[src/rtl/fetch_queue.sv]
// -----------------------------------------------------------------------------
// fetch_queue -- small FIFO between instruction fetch and decode.
//
// Holds up to DEPTH (power of two, >= 2) PC/instruction pairs. The head entry is
// always read from registered storage, so a pushed entry takes at least one
// cycle to reach decode. flush (branch/jump redirect) empties the queue and
// drops that cycle's input.
//
// Ports:
//   clk          in   sole clock, rising edge
//   reset        in   asynchronous, active-low reset
//   in_valid     in   fetch presents a PC/instruction pair
//   in_pc        in   PC of fetched instruction          [XLEN]
//   in_instr     in   fetched instruction word           [XLEN]
//   in_ready     out  queue has room (count != DEPTH)
//   out_valid    out  head entry available (count != 0)
//   out_pc       out  head PC, 0 while empty             [XLEN]
//   out_instr    out  head instruction, NOP while empty  [XLEN]
//   out_ready    in   decode consumes head entry
//   flush        in   discard all entries
//   count        out  number of valid entries           [$clog2(DEPTH+1)]
//   stall_cycles out  (FETCH_QUEUE_PERF_EN only) saturating count of cycles
//                     with in_valid=1 and in_ready=0    [32]
//
// Optional feature macro: FETCH_QUEUE_PERF_EN
// -----------------------------------------------------------------------------
module fetch_queue #(
    parameter int DEPTH = 4,
    parameter int XLEN  = 32
) (
    input  logic                       clk,
    input  logic                       reset,
    input  logic                       in_valid,
    input  logic [XLEN-1:0]            in_pc,
    input  logic [XLEN-1:0]            in_instr,
    output logic                       in_ready,
    output logic                       out_valid,
    output logic [XLEN-1:0]            out_pc,
    output logic [XLEN-1:0]            out_instr,
    input  logic                       out_ready,
    input  logic                       flush,
    output logic [$clog2(DEPTH+1)-1:0] count
`ifdef FETCH_QUEUE_PERF_EN
    ,
    output logic [31:0]                stall_cycles
`endif
);

    localparam int CW = $clog2(DEPTH + 1);
    localparam int PW = $clog2(DEPTH);
    localparam logic [XLEN-1:0] NOP = XLEN'(32'h0000_0013);

    logic [XLEN-1:0] pc_mem_q    [DEPTH];
    logic [XLEN-1:0] instr_mem_q [DEPTH];

    logic [PW-1:0] wr_ptr_q, wr_ptr_d;
    logic [PW-1:0] rd_ptr_q, rd_ptr_d;
    logic [CW-1:0] count_q,  count_d;

    logic push, pop;

    assign in_ready  = (count_q != CW'(DEPTH));
    assign out_valid = (count_q != '0);
    assign count     = count_q;

    assign push = in_valid  & in_ready  & ~flush;
    assign pop  = out_valid & out_ready & ~flush;

    // Stale storage is masked so an invalid slot is never visible.
    assign out_pc    = out_valid ? pc_mem_q[rd_ptr_q]    : '0;
    assign out_instr = out_valid ? instr_mem_q[rd_ptr_q] : NOP;

    // DEPTH is a power of two, so pointer overflow gives the modulo wrap.
    always_comb begin
        wr_ptr_d = wr_ptr_q;
        rd_ptr_d = rd_ptr_q;
        count_d  = count_q;
        if (flush) begin
            wr_ptr_d = '0;
            rd_ptr_d = '0;
            count_d  = '0;
        end else begin
            if (push) wr_ptr_d = wr_ptr_q + PW'(1);
            if (pop)  rd_ptr_d = rd_ptr_q + PW'(1);
            case ({push, pop})
                2'b10:   count_d = count_q + CW'(1);
                2'b01:   count_d = count_q - CW'(1);
                default: count_d = count_q;
            endcase
        end
    end

    always_ff @(posedge clk or negedge reset) begin
        if (!reset) begin
            wr_ptr_q <= '0;
            rd_ptr_q <= '0;
            count_q  <= '0;
        end else begin
            wr_ptr_q <= wr_ptr_d;
            rd_ptr_q <= rd_ptr_d;
            count_q  <= count_d;
        end
    end

    // Storage is not reset; validity comes solely from count_q.
    always_ff @(posedge clk) begin
        if (push) begin
            pc_mem_q[wr_ptr_q]    <= in_pc;
            instr_mem_q[wr_ptr_q] <= in_instr;
        end
    end

`ifdef FETCH_QUEUE_PERF_EN
    logic [31:0] stall_cycles_q, stall_cycles_d;

    // Flush does not clear this counter; only reset does.
    always_comb begin
        stall_cycles_d = stall_cycles_q;
        if (in_valid && !in_ready && (stall_cycles_q != 32'hFFFF_FFFF))
            stall_cycles_d = stall_cycles_q + 32'd1;
    end

    always_ff @(posedge clk or negedge reset) begin
        if (!reset) stall_cycles_q <= '0;
        else        stall_cycles_q <= stall_cycles_d;
    end

    assign stall_cycles = stall_cycles_q;
`endif

endmodule

[config.mk]
export PLATFORM = sky130hd
export DESIGN_NAME = fetch_queue
export DESIGN_NICKNAME = d
export VERILOG_FILES = /design/src/rtl/fetch_queue.sv
export SDC_FILE = /design/constraint.sdc
export NUM_CORES = 1
export LEC_CHECK = 0
export ABC_AREA = 1
export CORE_MARGIN = 4
export CORE_UTILIZATION = 55
export DETAILED_ROUTE_END_ITERATION = 12
export GPL_TIMING_DRIVEN = 0
export PLACE_DENSITY = 0.79
export SYNTH_ARGS = -nofsm -noshare
export SYNTH_HDL_FRONTEND = slang
export SYNTH_SLANG_ARGS = --single-unit
[constraint.sdc]
create_clock -name clk -period 7.9 [get_ports clk]
set_input_delay 1.58 -clock clk [delete_from_list [all_inputs] [get_ports clk]]
set_output_delay 1.58 -clock clk [all_outputs]
set_load 0.01 [all_outputs]
==> results of run 1 <==
power breakdown:
group / internal [mW] / switching [mW]
registers: 1.62 / 0.0296
logic: 0.619 / 0.793
clock network: 0.761 / 0.515
path summary, 6_finish.rpt:
check,to,slack [ns],cells past startpoint
min in group asynchronous,wr_ptr_q[1],1.32,1
max in group asynchronous,rd_ptr_q[1],6.32,1
min,count[0],0.57,1
max,out_instr[30],3.59,6
max reg2reg,instr_mem_q[1][19],5.47,8
min reg2reg,count[0],0.57,1
kinds of logic (layout without fill, tap and decap cells):
family                     after synthesis  after routing  synth area share, %
AOI/OAI and AO/OA                      197            197                 9.67
adders and majority gates                5              5                0.677
buffers and inverters                   62            257                 3.07
DFF                                    263            263                 76.0
and+or+nand+nor                        287            287                 10.5
xor gates and xnor gates                 1              1               0.0847
layout by cell type, fill, tap and decap left out, drive strengths merged:
master and instances:
ha 4, nand3 2, inv 16, dfrtp 7, edfxtp 256, clkbuf 44, a21boi 1, nor2 263
a21oi 64, xnor2 1, fa 1, clkdlybuf4s50 137, buf 43, bufinv 4, o21ai 129, clkinv 12
o311ai 3, nand2 22, clkinvlp 1
flip-flops by register name, indices dropped and copies added, names as in the netlist:
signal	cells
count	3
rd_ptr_q	2
pc_mem_q	128
instr_mem_q	128
wr_ptr_q	2
area by class of cell:
cell class              instances  area [um^2]  area share, %
plain buffers                  48          265           2.03
well taps                     229          287           2.19
clock buffers                  31          691           5.27
flip-flops and latches        263         7860           60.0
multi-input cells             490         2190           16.7
clock inverters                19          209           1.60
inverters                      14         52.6          0.401
repair buffers                145         1540           11.7
cell usage after synthesis:
cell / n
buf_4: 14
inv_2: 2
o21ai_1: 5
o311ai_0: 3
ha_1: 4
nand2_1: 22
xnor2_1: 1
dfrtp_1: 7
fa_1: 1
nor2_1: 261
a21boi_0: 1
inv_1: 12
nor2_2: 2
clkbuf_1: 13
buf_1: 5
buf_6: 2
nand3_1: 2
a21oi_1: 64
o21ai_0: 124
edfxtp_1: 256
buf_2: 14
metrics by stage:
stage,area (um^2),power (mW),setup WS [ns]
finish,13100,4.34,3.59
detailed placement,12200,3.09,4.04
global route,13100,4.54,3.45
CTS,13100,4.37,3.59
global placement,12000,3.06,0.357
floorplan,10300,2.35,2.84
worst register-to-register path: cells and delay by family (launching register included):
| kind | cells | cell delay, ns |
|---|---|---|
| buffers and inverters | 3 | 0.73 |
| flip-flops | 1 | 0.44 |
| AND/OR/NAND/NOR | 5 | 0.95 |
metal layers:
| layer | share of wire, % | wire length [um] | GRT usage (%) | vias to the layer above |
|---|---|---|---|---|
| met3 | 8.0 | 1960 | 5.05 | 30 |
| met1 | 40 | 9790 | 29.4 | 3340 |
| met4 | 1.3 | 310 | 4.42 | 2 |
| li1 | - | - | - | 3248 |
| met5 | 0.053 | 13 | 0 | - |
| met2 | 51 | 12300 | 39.4 | 286 |
==> metrics.md, run 1 <==
| Metric | Value |
|---|---|
| Final hold vios | `0` |
| Worst-Skew Late Latency | `roughly 0.54 ns` |
| Pwr/cell area | `between 300 and 400 nW/um^2` |
| Status | `finished, final reports clean` |
| Final hold slack | `about 0.57 ns` |
| Top cell type's share of synthesized area | `74.3%` |
| Worst slew margin | `47.7%` |
| CP peak stage delay | `about 0.58 ns` |
| Clk pin slew, worst setup/hold paths | `~0.060 ns` |
| Min Tclk post-route | `4.31 ns` |
| Setup Buffers After CTS | `0` |
| GRT Total Usage | `a little under a quarter` |
| Synth-to-Final Area Change | `26.6%` |
| Non-filler cells in the finished layout | `approximately 1200` |
| Post-CTS sizing | `0` |
| Initial antenna violation count | `1` |
| Element type at the critical path end | `primary output` |
| Sum of net half-perimeters after detailed placement | `~16000 um` |
| Worst-Margin Slew | `0.782 ns` |
| Area leader, netlist | `edfxtp_1` |
| Crit path max-delay cell type | `clkdlybuf4s50_1` |
| Largest net degree at the start of global routing | `31` |
| Placed cells | `approximately 1200` |
| Buf+Inv Stages, Crit Path | `4` |
| Share of cells above drive strength 1 | `8.51%` |
| Crit. Startpoint | `rd_ptr_q[0]` |
| GRT overflow | `0` |
| Root buffer cell | `clkbuf_16` |
| Max-slew violation count | `0` |
| Setup CP Type | `flip-flop to primary output` |
| Startpoint types | `flip-flop` |
| Max IR drop VDD | `0.000244 V` |
| Buffers on Ports | `around 140` |
| Post-Synthesis Cells | `~820` |
| Crit Path Max Fanout | `10` |
| Family with the most delay on the worst path | `buffers and inverters` |
| Iteration-0 DRC count of the detailed router | `roughly 570` |
| Final setup viols | `0` |
| CTS Buffer Depth | `3` |
| Main area contributors after synthesis | `edfxtp_1, nor2_1, o21ai_0` |
| Die extent in x | `between 100 and 150 um` |
| Hold Crit Start | `count[0]` |
| Vias in the first global route | `about 7100` |
| Worst Path Required | `between 6 and 7 ns` |
| Worst Hold Class | `flip-flop to flip-flop` |
| TritonCTS Sinks | `about 260` |
| DRC | `0` |
| Initial Util | `between 50 and 60%` |
| Cell Area, Synth | `about 10000 um^2` |
| Die ar. | `about 21000 um^2` |
| Yosys Warn Count | `0` |
| Mapped Nets | `about 900` |
| Post-CTS Hold Buffers | `0` |
| CP Data Arrival Time | `between 2 and 3 ns` |
| Vias/cell | `around 5.6` |
| Die H | `roughly 150 um` |
| Average size of a mapped cell | `between 10 and 15 um^2` |
| Crit Reg-Reg Startpoint | `count[0]` |
| Placer's final routability congestion estimate | `between 0.7 and 0.8` |
| CTS tree | `built` |
| Setup TNS | `0 ns` |
| CTS Buf Count | `27` |
| MaxCap Viol Count | `0` |
| Final net count | `about 1100` |
| # IOs | `between 100 and 150` |
| First-pass GRT wire length | `37800 um` |
| Clk_skew | `between 0.015 and 0.02 ns` |
| RSZ-0062 raised after global routing | `false` |
| Final antenna-violating net count | `0` |
| Core area | `between 15000 and 20000 um^2` |
| Routed WL | `between 20000 and 25000 um` |
| ANT cells | `0` |
| Final worst-path cycle share | `between 50 and 60%` |
| H-tree Lvls | `1` |
| Fmax achieved | `around 230 MHz` |
| Lkg Pwr | `approximately 4.5 nW` |
| Synth cell types | `21` |
| #FFs+latches synth | `263` |
| Final design utilization | `a little under three quarters` |
| Initial DRT Pass Iterations | `5` |
| Row Count | `between 40 and 50` |
| Fillers | `1257` |
| Vias | `6906` |
| Worst path cell trace | `inv_2, buf_4, clkbuf_1, o21ai_0, a21oi_1, clkdlybuf4s50_1` |
| WL/cell | `19.7 um` |
| Register area share after synthesis | `roughly three quarters` |
No activity file was read; power rests on OpenSTA's default activity.
==> run 2, diff against run 1 <==
--- a/config.mk
+++ b/config.mk
@@ -7,10 +7,10 @@
 export LEC_CHECK = 0
 export ABC_AREA = 1
 export CORE_MARGIN = 4
-export CORE_UTILIZATION = 55
+export CORE_UTILIZATION = 49
 export DETAILED_ROUTE_END_ITERATION = 12
 export GPL_TIMING_DRIVEN = 0
-export PLACE_DENSITY = 0.79
+export PLACE_DENSITY = 0.74
 export SYNTH_ARGS = -nofsm -noshare
 export SYNTH_HDL_FRONTEND = slang
 export SYNTH_SLANG_ARGS = --single-unit
==> constraint.sdc (replaced) <==
create_clock -name clk -period 3.5 [get_ports clk]
set_input_delay 0.7 -clock clk [delete_from_list [all_inputs] [get_ports clk]]
set_output_delay 0.7 -clock clk [all_outputs]
set_load 0.01 [all_outputs]
==> metrics.md, run 2 (same netlist as run 1, synthesis figures left out) <==
| Metric | Value |
|---|---|
| Final Cell Area | `around 13000 um^2` |
| RSZ-0062 raised after global routing | `true` |
| Placer's final routability congestion estimate | `a little under 0.8` |
| Initial Util | `about 50%` |
| Row Count | `52` |
| ANT cells | `0` |
| Crit Path Max Fanout | `10` |
| Worst-Margin Slew | `between 0.9 and 1 ns` |
| Clk pin slew, worst setup/hold paths | `about 0.06 ns` |
| Final hold slack | `around 0.44 ns` |
| Iteration-0 DRC count of the detailed router | `between 400 and 500` |
| Startpoint types | `flip-flop` |
| Fillers | `1588` |
| Post-CTS Hold Buffers | `0` |
| Max-slew violation count | `0` |
| Clock share of power | `between 20% and 30%` |
| Worst Hold Class | `input port to asynchronous set/reset pin` |
| Crit Reg-Reg Startpoint | `count[0]` |
| Buf+Inv Stages, Crit Path | `4` |
| Status | `finished, final reports clean` |
| Combinational power share | `~33%` |
| Lkg Pwr | `about 4.5 nW` |
| Die extent in x | `~150 um` |
| Worst slew margin | `a little under two fifths` |
| Worst-Skew Late Latency | `0.53 ns` |
| Switching share of total power | `between 30% and 40%` |
| Flop-to-flop setup slack | `0.85 ns` |
| Die ar. | `between 20000 and 25000 um^2` |
| Root buffer cell | `clkbuf_16` |
| Area post-placement | `approximately 12000 um^2` |
| CTS Buf Count | `28` |
| Setup Buffers After CTS | `0` |
| WL/cell | `18.8 um` |
| Element type at the critical path end | `primary output` |
| CTS Buffer Depth | `3` |
| RR Endpoint | `pc_mem_q[0][12]` |
| Initial antenna violation count | `1` |
| Setup TNS | `0 ns` |
| Core area | `~20000 um^2` |
| Vias in the first global route | `6829` |
| Commonest non-fill, non-tap cells in the layout | `nor2_1, edfxtp_1, clkdlybuf4s50_1` |
| Share of cells above drive strength 1 | `around 9.0%` |
| Min Tclk post-route | `3.34 ns` |
| # IOs | `about 140` |
| Final worst-path cycle share | `a little over nine tenths` |
| Final hold vios | `0` |
| Commonest non-fill, non-tap cell in the layout | `nor2_1` |
| Sum of net half-perimeters after detailed placement | `15400 um` |
| Buffers on Ports | `approximately 140` |
| CTS tree | `built` |
| Net Sw Power | `around 3 mW` |
| Final antenna-violating net count | `0` |
| TritonCTS Sinks | `263` |
| H-tree Lvls | `1` |
| Pwr/cell area | `between 700 and 800 nW/um^2` |
| Family with the most delay on the worst path | `buffers and inverters` |
| Crit path max-delay cell type | `clkdlybuf4s50_1` |
| Synth-to-Final Area Change | `27.0%` |
| Vias/cell | `roughly 5.3` |
| Worst path cell trace | `inv_1, buf_2, buf_1, nor2_1, o21ai_0, a21oi_1, clkdlybuf4s50_1` |
| DRC | `0` |
| Setup CP Type | `flip-flop to primary output` |
| Final setup viols | `0` |
| Sequential power share | `a little under two fifths` |
| GRT overflow | `0` |
| Initial DRT Pass Iterations | `5` |
| Routed WL | `~24000 um` |
| Post-CTS sizing | `0` |
| Die H | `between 150 and 200 um` |
| Final net count | `1064` |
| MaxCap Viol Count | `0` |
| CP peak stage delay | `~0.50 ns` |
| CP Data Arrival Time | `about 2.6 ns` |
| Vias | `around 7000` |
| Largest net degree at the start of global routing | `30` |
| Max IR drop VDD | `roughly 0.00045 V` |
| Int Pwr | `about 6.7 mW` |
| Fmax achieved | `approximately 300 MHz` |
| GRT Total Usage | `about 20%` |
| Worst Path Required | `approximately 2.8 ns` |
| Worst R2R Path Depth | `8` |
| First-pass GRT wire length | `37000 um` |
| Clk_skew | `about 0.015 ns` |
==> run 2: changes by cell type in the layout (fill, tap and decap cells not counted), moves of 2 or more <==
cell	before	now
bufinv_16	4	2
clkbuf_1	17	9
clkbuf_16	27	29
clkbuf_2	0	6
clkinv_1	6	8
==> run 2: final cells by class <==
class | count | area, um^2 | area share, %
plain buffers | 48 | 273 | 2.08
multi-input cells | 490 | 2190 | 16.7
well taps | 270 | 338 | 2.57
repair buffers | 145 | 1550 | 11.8
clock inverters | 18 | 143 | 1.09
flip-flops and latches | 263 | 7860 | 59.8
inverters | 14 | 52.6 | 0.400
clock buffers | 31 | 733 | 5.58
==> run 2: worst max-delay path by stage <==
| stage | start | to | slack (ns) | cells past startpoint |
|---|---|---|---|---|
| floorplan | in_valid | instr_mem_q[0][0] | -0.68 | 4 |
| detailed placement | in_valid | instr_mem_q[0][5] | 0.27 | 7 |
| finish | rd_ptr_q[1] | out_pc[25] | 0.16 | 7 |
| global route | rd_ptr_q[0] | out_instr[22] | -0.0002 | 6 |
| global placement | in_valid | instr_mem_q[1][7] | -3.21 | 5 |
| CTS | rd_ptr_q[0] | out_pc[28] | 0.05 | 6 |
==> run 2: metrics by stage <==
stage	setup slack (ns)	total power, mW	instances	util, %
floorplan	-0.676	5.31	815	-
global placement	-3.21	6.94	1222	58.8
detailed placement	0.267	7.01	1230	59.8
CTS	0.0478	9.78	1279	64.1
global route	-0.000193	10.2	1279	64.1
finish	0.158	9.69	1279	64.1
==> run 2: power by group through the flow <==
stage	sequential, mW	clock, mW	combinational (mW)
after floorplan	3.79	0	1.52
after global placement	3.81	0	3.13
after detailed placement	3.79	0	3.22
after CTS	3.72	2.82	3.24
after global routing	3.73	2.95	3.48
final	3.72	2.78	3.20
==> run 2: worst register-to-register path, cell delays in order, from the launching register on <==
cell     delay [ns]
dfrtp_1        0.44
nor2_2         0.08
nand2_1        0.08
nand2_1        0.09
nor2_1         0.20
inv_1          0.21
nor2_4         0.75
buf_12         0.27
buf_16         0.20
==> run 2: metal layers <==
metal  wire length, um  vias to the layer above  share of wire (%)  GRT usage (%)
met2             12100                      241                 50           34.6
li1                  -                     3244                  -              -
met5                13                        -              0.054              0
met4               545                        2                2.3           4.79
met3              1500                       48                6.2           3.85
met1              9910                     3286                 41           25.4
==> run 3, diff against run 2 <==
--- a/config.mk
+++ b/config.mk
@@ -6,7 +6,7 @@
 export NUM_CORES = 1
 export LEC_CHECK = 0
 export ABC_AREA = 1
-export CORE_MARGIN = 4
+export CORE_MARGIN = 2
 export CORE_UTILIZATION = 49
 export DETAILED_ROUTE_END_ITERATION = 12
 export GPL_TIMING_DRIVEN = 0
==> constraint.sdc (replaced) <==
create_clock -name clk -period 3.5 [get_ports clk]
set_input_delay 0.525 -clock clk [delete_from_list [all_inputs] [get_ports clk]]
set_output_delay 0.525 -clock clk [all_outputs]
set_load 0.01 [all_outputs]
==> metrics.md, run 3 (same netlist as run 1, synthesis figures left out) <==
| Metric | Value |
|---|---|
| Status | `finished, final reports clean` |
| Startpoint types | `flip-flop` |
| Worst R2R Path Depth | `7` |
| Switching share of total power | `a little under a third` |
| Multi-input logic area | `~2200 um^2` |
| Share of cells above drive strength 1 | `slightly above 8%` |
| Worst Path Required | `2.97 ns` |
| Sum of net half-perimeters after detailed placement | `roughly 15000 um` |
| Initial Util | `49.5%` |
| Vias/cell | `5.30` |
| Fmax achieved | `309 MHz` |
| Final hold vios | `0` |
| Int Pwr | `between 6 and 7 mW` |
| Die extent in x | `about 150 um` |
| Combinational power share | `between 30% and 40%` |
| Worst-Skew Late Latency | `approximately 0.52 ns` |
| Lkg Pwr | `roughly 4.5 nW` |
| Core area | `20900 um^2` |
| CTS Buffer Depth | `3` |
| Reg area | `7860 um^2` |
| Min Tclk post-route | `~3.2 ns` |
| Die ar. | `around 22000 um^2` |
| Initial antenna violation count | `1` |
| RR Endpoint | `instr_mem_q[1][5]` |
| DP Worst Slack | `0.809 ns` |
| Clock share of power | `between 20 and 30%` |
| Fillers | `~1700` |
| Clk pin slew, worst setup/hold paths | `0.06 ns` |
| Max-slew violation count | `0` |
| Placer's final routability congestion estimate | `0.772` |
| ANT cells | `0` |
| GRT overflow | `0` |
| Synth-to-Final Area Change | `26.3%` |
| Final net count | `between 1000 and 1500` |
| Root buffer cell | `clkbuf_16` |
| Max IR drop VDD | `~0.00048 V` |
| GRT Total Usage | `approximately a fifth` |
| H-tree Lvls | `1` |
| # IOs | `approximately 140` |
| Initial DRT Pass Iterations | `5` |
| Largest net degree at the start of global routing | `30` |
| CTS Buf Count | `27` |
| MaxCap Viol Count | `0` |
| CP Data Arrival Time | `roughly 2.7 ns` |
| Final worst-path cycle share | `between 90 and 100%` |
| Worst path cell trace | `inv_2, buf_4, clkbuf_1, o21ai_0, a21oi_1, clkdlybuf4s50_1` |
| Pwr/cell area | `about 730 nW/um^2` |
| TritonCTS Sinks | `263` |
| Setup TNS | `0 ns` |
| Setup Buffers After CTS | `0` |
| Worst Hold Class | `input port to asynchronous set/reset pin` |
| Sequential power share | `between 30 and 40%` |
| WL/cell | `approximately 19 um` |
| Crit path max-delay cell type | `clkdlybuf4s50_1` |
| First-pass GRT wire length | `36000 um` |
| Vias | `slightly below 7000` |
| Net Sw Power | `about 3.0 mW` |
| CP peak stage delay | `a little over 0.6 ns` |
| Commonest non-fill, non-tap cells in the layout | `nor2_1, edfxtp_1, clkdlybuf4s50_1` |
| Element type at the critical path end | `primary output` |
| Worst-Margin Slew | `between 0.7 and 0.8 ns` |
| Worst setup margin | `between 0.2 and 0.3 ns` |
| Final antenna-violating net count | `0` |
| Final setup viols | `0` |
| Die H | `~150 um` |
| Worst slew margin | `roughly half` |
| Buffers on Ports | `around 140` |
| DRC | `0` |
| Crit Reg-Reg Startpoint | `count[0]` |
| Crit. Startpoint | `rd_ptr_q[0]` |
| Crit Path Max Fanout | `10` |
| RSZ-0062 raised after global routing | `false` |
| Commonest non-fill, non-tap cell in the layout | `nor2_1` |
| Flop-to-flop setup slack | `approximately 1.2 ns` |
| CTS tree | `built` |
| Row Count | `53` |
| Setup CP Type | `flip-flop to primary output` |
| Routed WL | `~24000 um` |
| Iteration-0 DRC count of the detailed router | `around 510` |
| Vias in the first global route | `slightly below 7000` |
| Clk_skew | `roughly 0.015 ns` |
| Post-CTS Hold Buffers | `0` |
| Post-CTS sizing | `0` |
-- run 3: cell type report --
class,count,share of cell area [%]
repair buffers,145,11.7
clock buffers,34,5.37
inverters,14,0.402
plain buffers,48,2.03
well taps,275,2.63
clock inverters,13,0.881
flip-flops and latches,263,60.2
multi-input cells,490,16.8
-- run 3: worst max path at each step --
| stage | end | slack (ns) | depth (start not counted) |
|---|---|---|---|
| 3_3_place_gp | instr_mem_q[3][7] | -3.08 | 5 |
| 3_5_place_dp | instr_mem_q[2][7] | 0.81 | 7 |
| 5_1_grt | out_instr[21] | 0.11 | 6 |
| 2_1_floorplan | instr_mem_q[0][0] | -0.66 | 6 |
| 6_report | out_instr[29] | 0.26 | 6 |
| 4_1_cts | out_instr[29] | 0.25 | 6 |
-- run 3: worst max-delay path: cells and delay by family (launching register included) --
kind                   cells  cell delay [ns]
AO/OA/AOI/OAI              2             0.44
flip-flops                 1             0.44
buffers and inverters      4             1.31
-- run 3: layer usage --
layer | share of wire, % | track usage, %
met5 | 0.054 | 0
met4 | 1.9 | 5.29
met3 | 7.2 | 4.22
met2 | 49 | 36.2
met1 | 41 | 28.1
-- run 3: power groups by stage --
stage          clock network [mW]  registers (mW)  logic, mW
6_report                     2.67            3.72       3.19
4_1_cts                      2.71            3.72       3.23
3_3_place_gp                    0            3.81       3.12
3_5_place_dp                    0            3.78       3.20
5_1_grt                      2.83            3.73       3.48
2_1_floorplan                   0            3.79       1.52
-- run 3: metrics by stage --
step,cell area (um^2),hold WS (ns),total power [mW],std cells,utilization [%]
after global routing,13100,0.278,10.0,1282,62.6
after CTS,13100,0.264,9.65,1282,62.6
final,13100,0.268,9.58,1282,62.6
after global placement,12100,0.564,6.92,1227,57.7
after floorplan,10300,0.229,5.31,815,-
after detailed placement,12200,0.569,6.98,1235,58.6
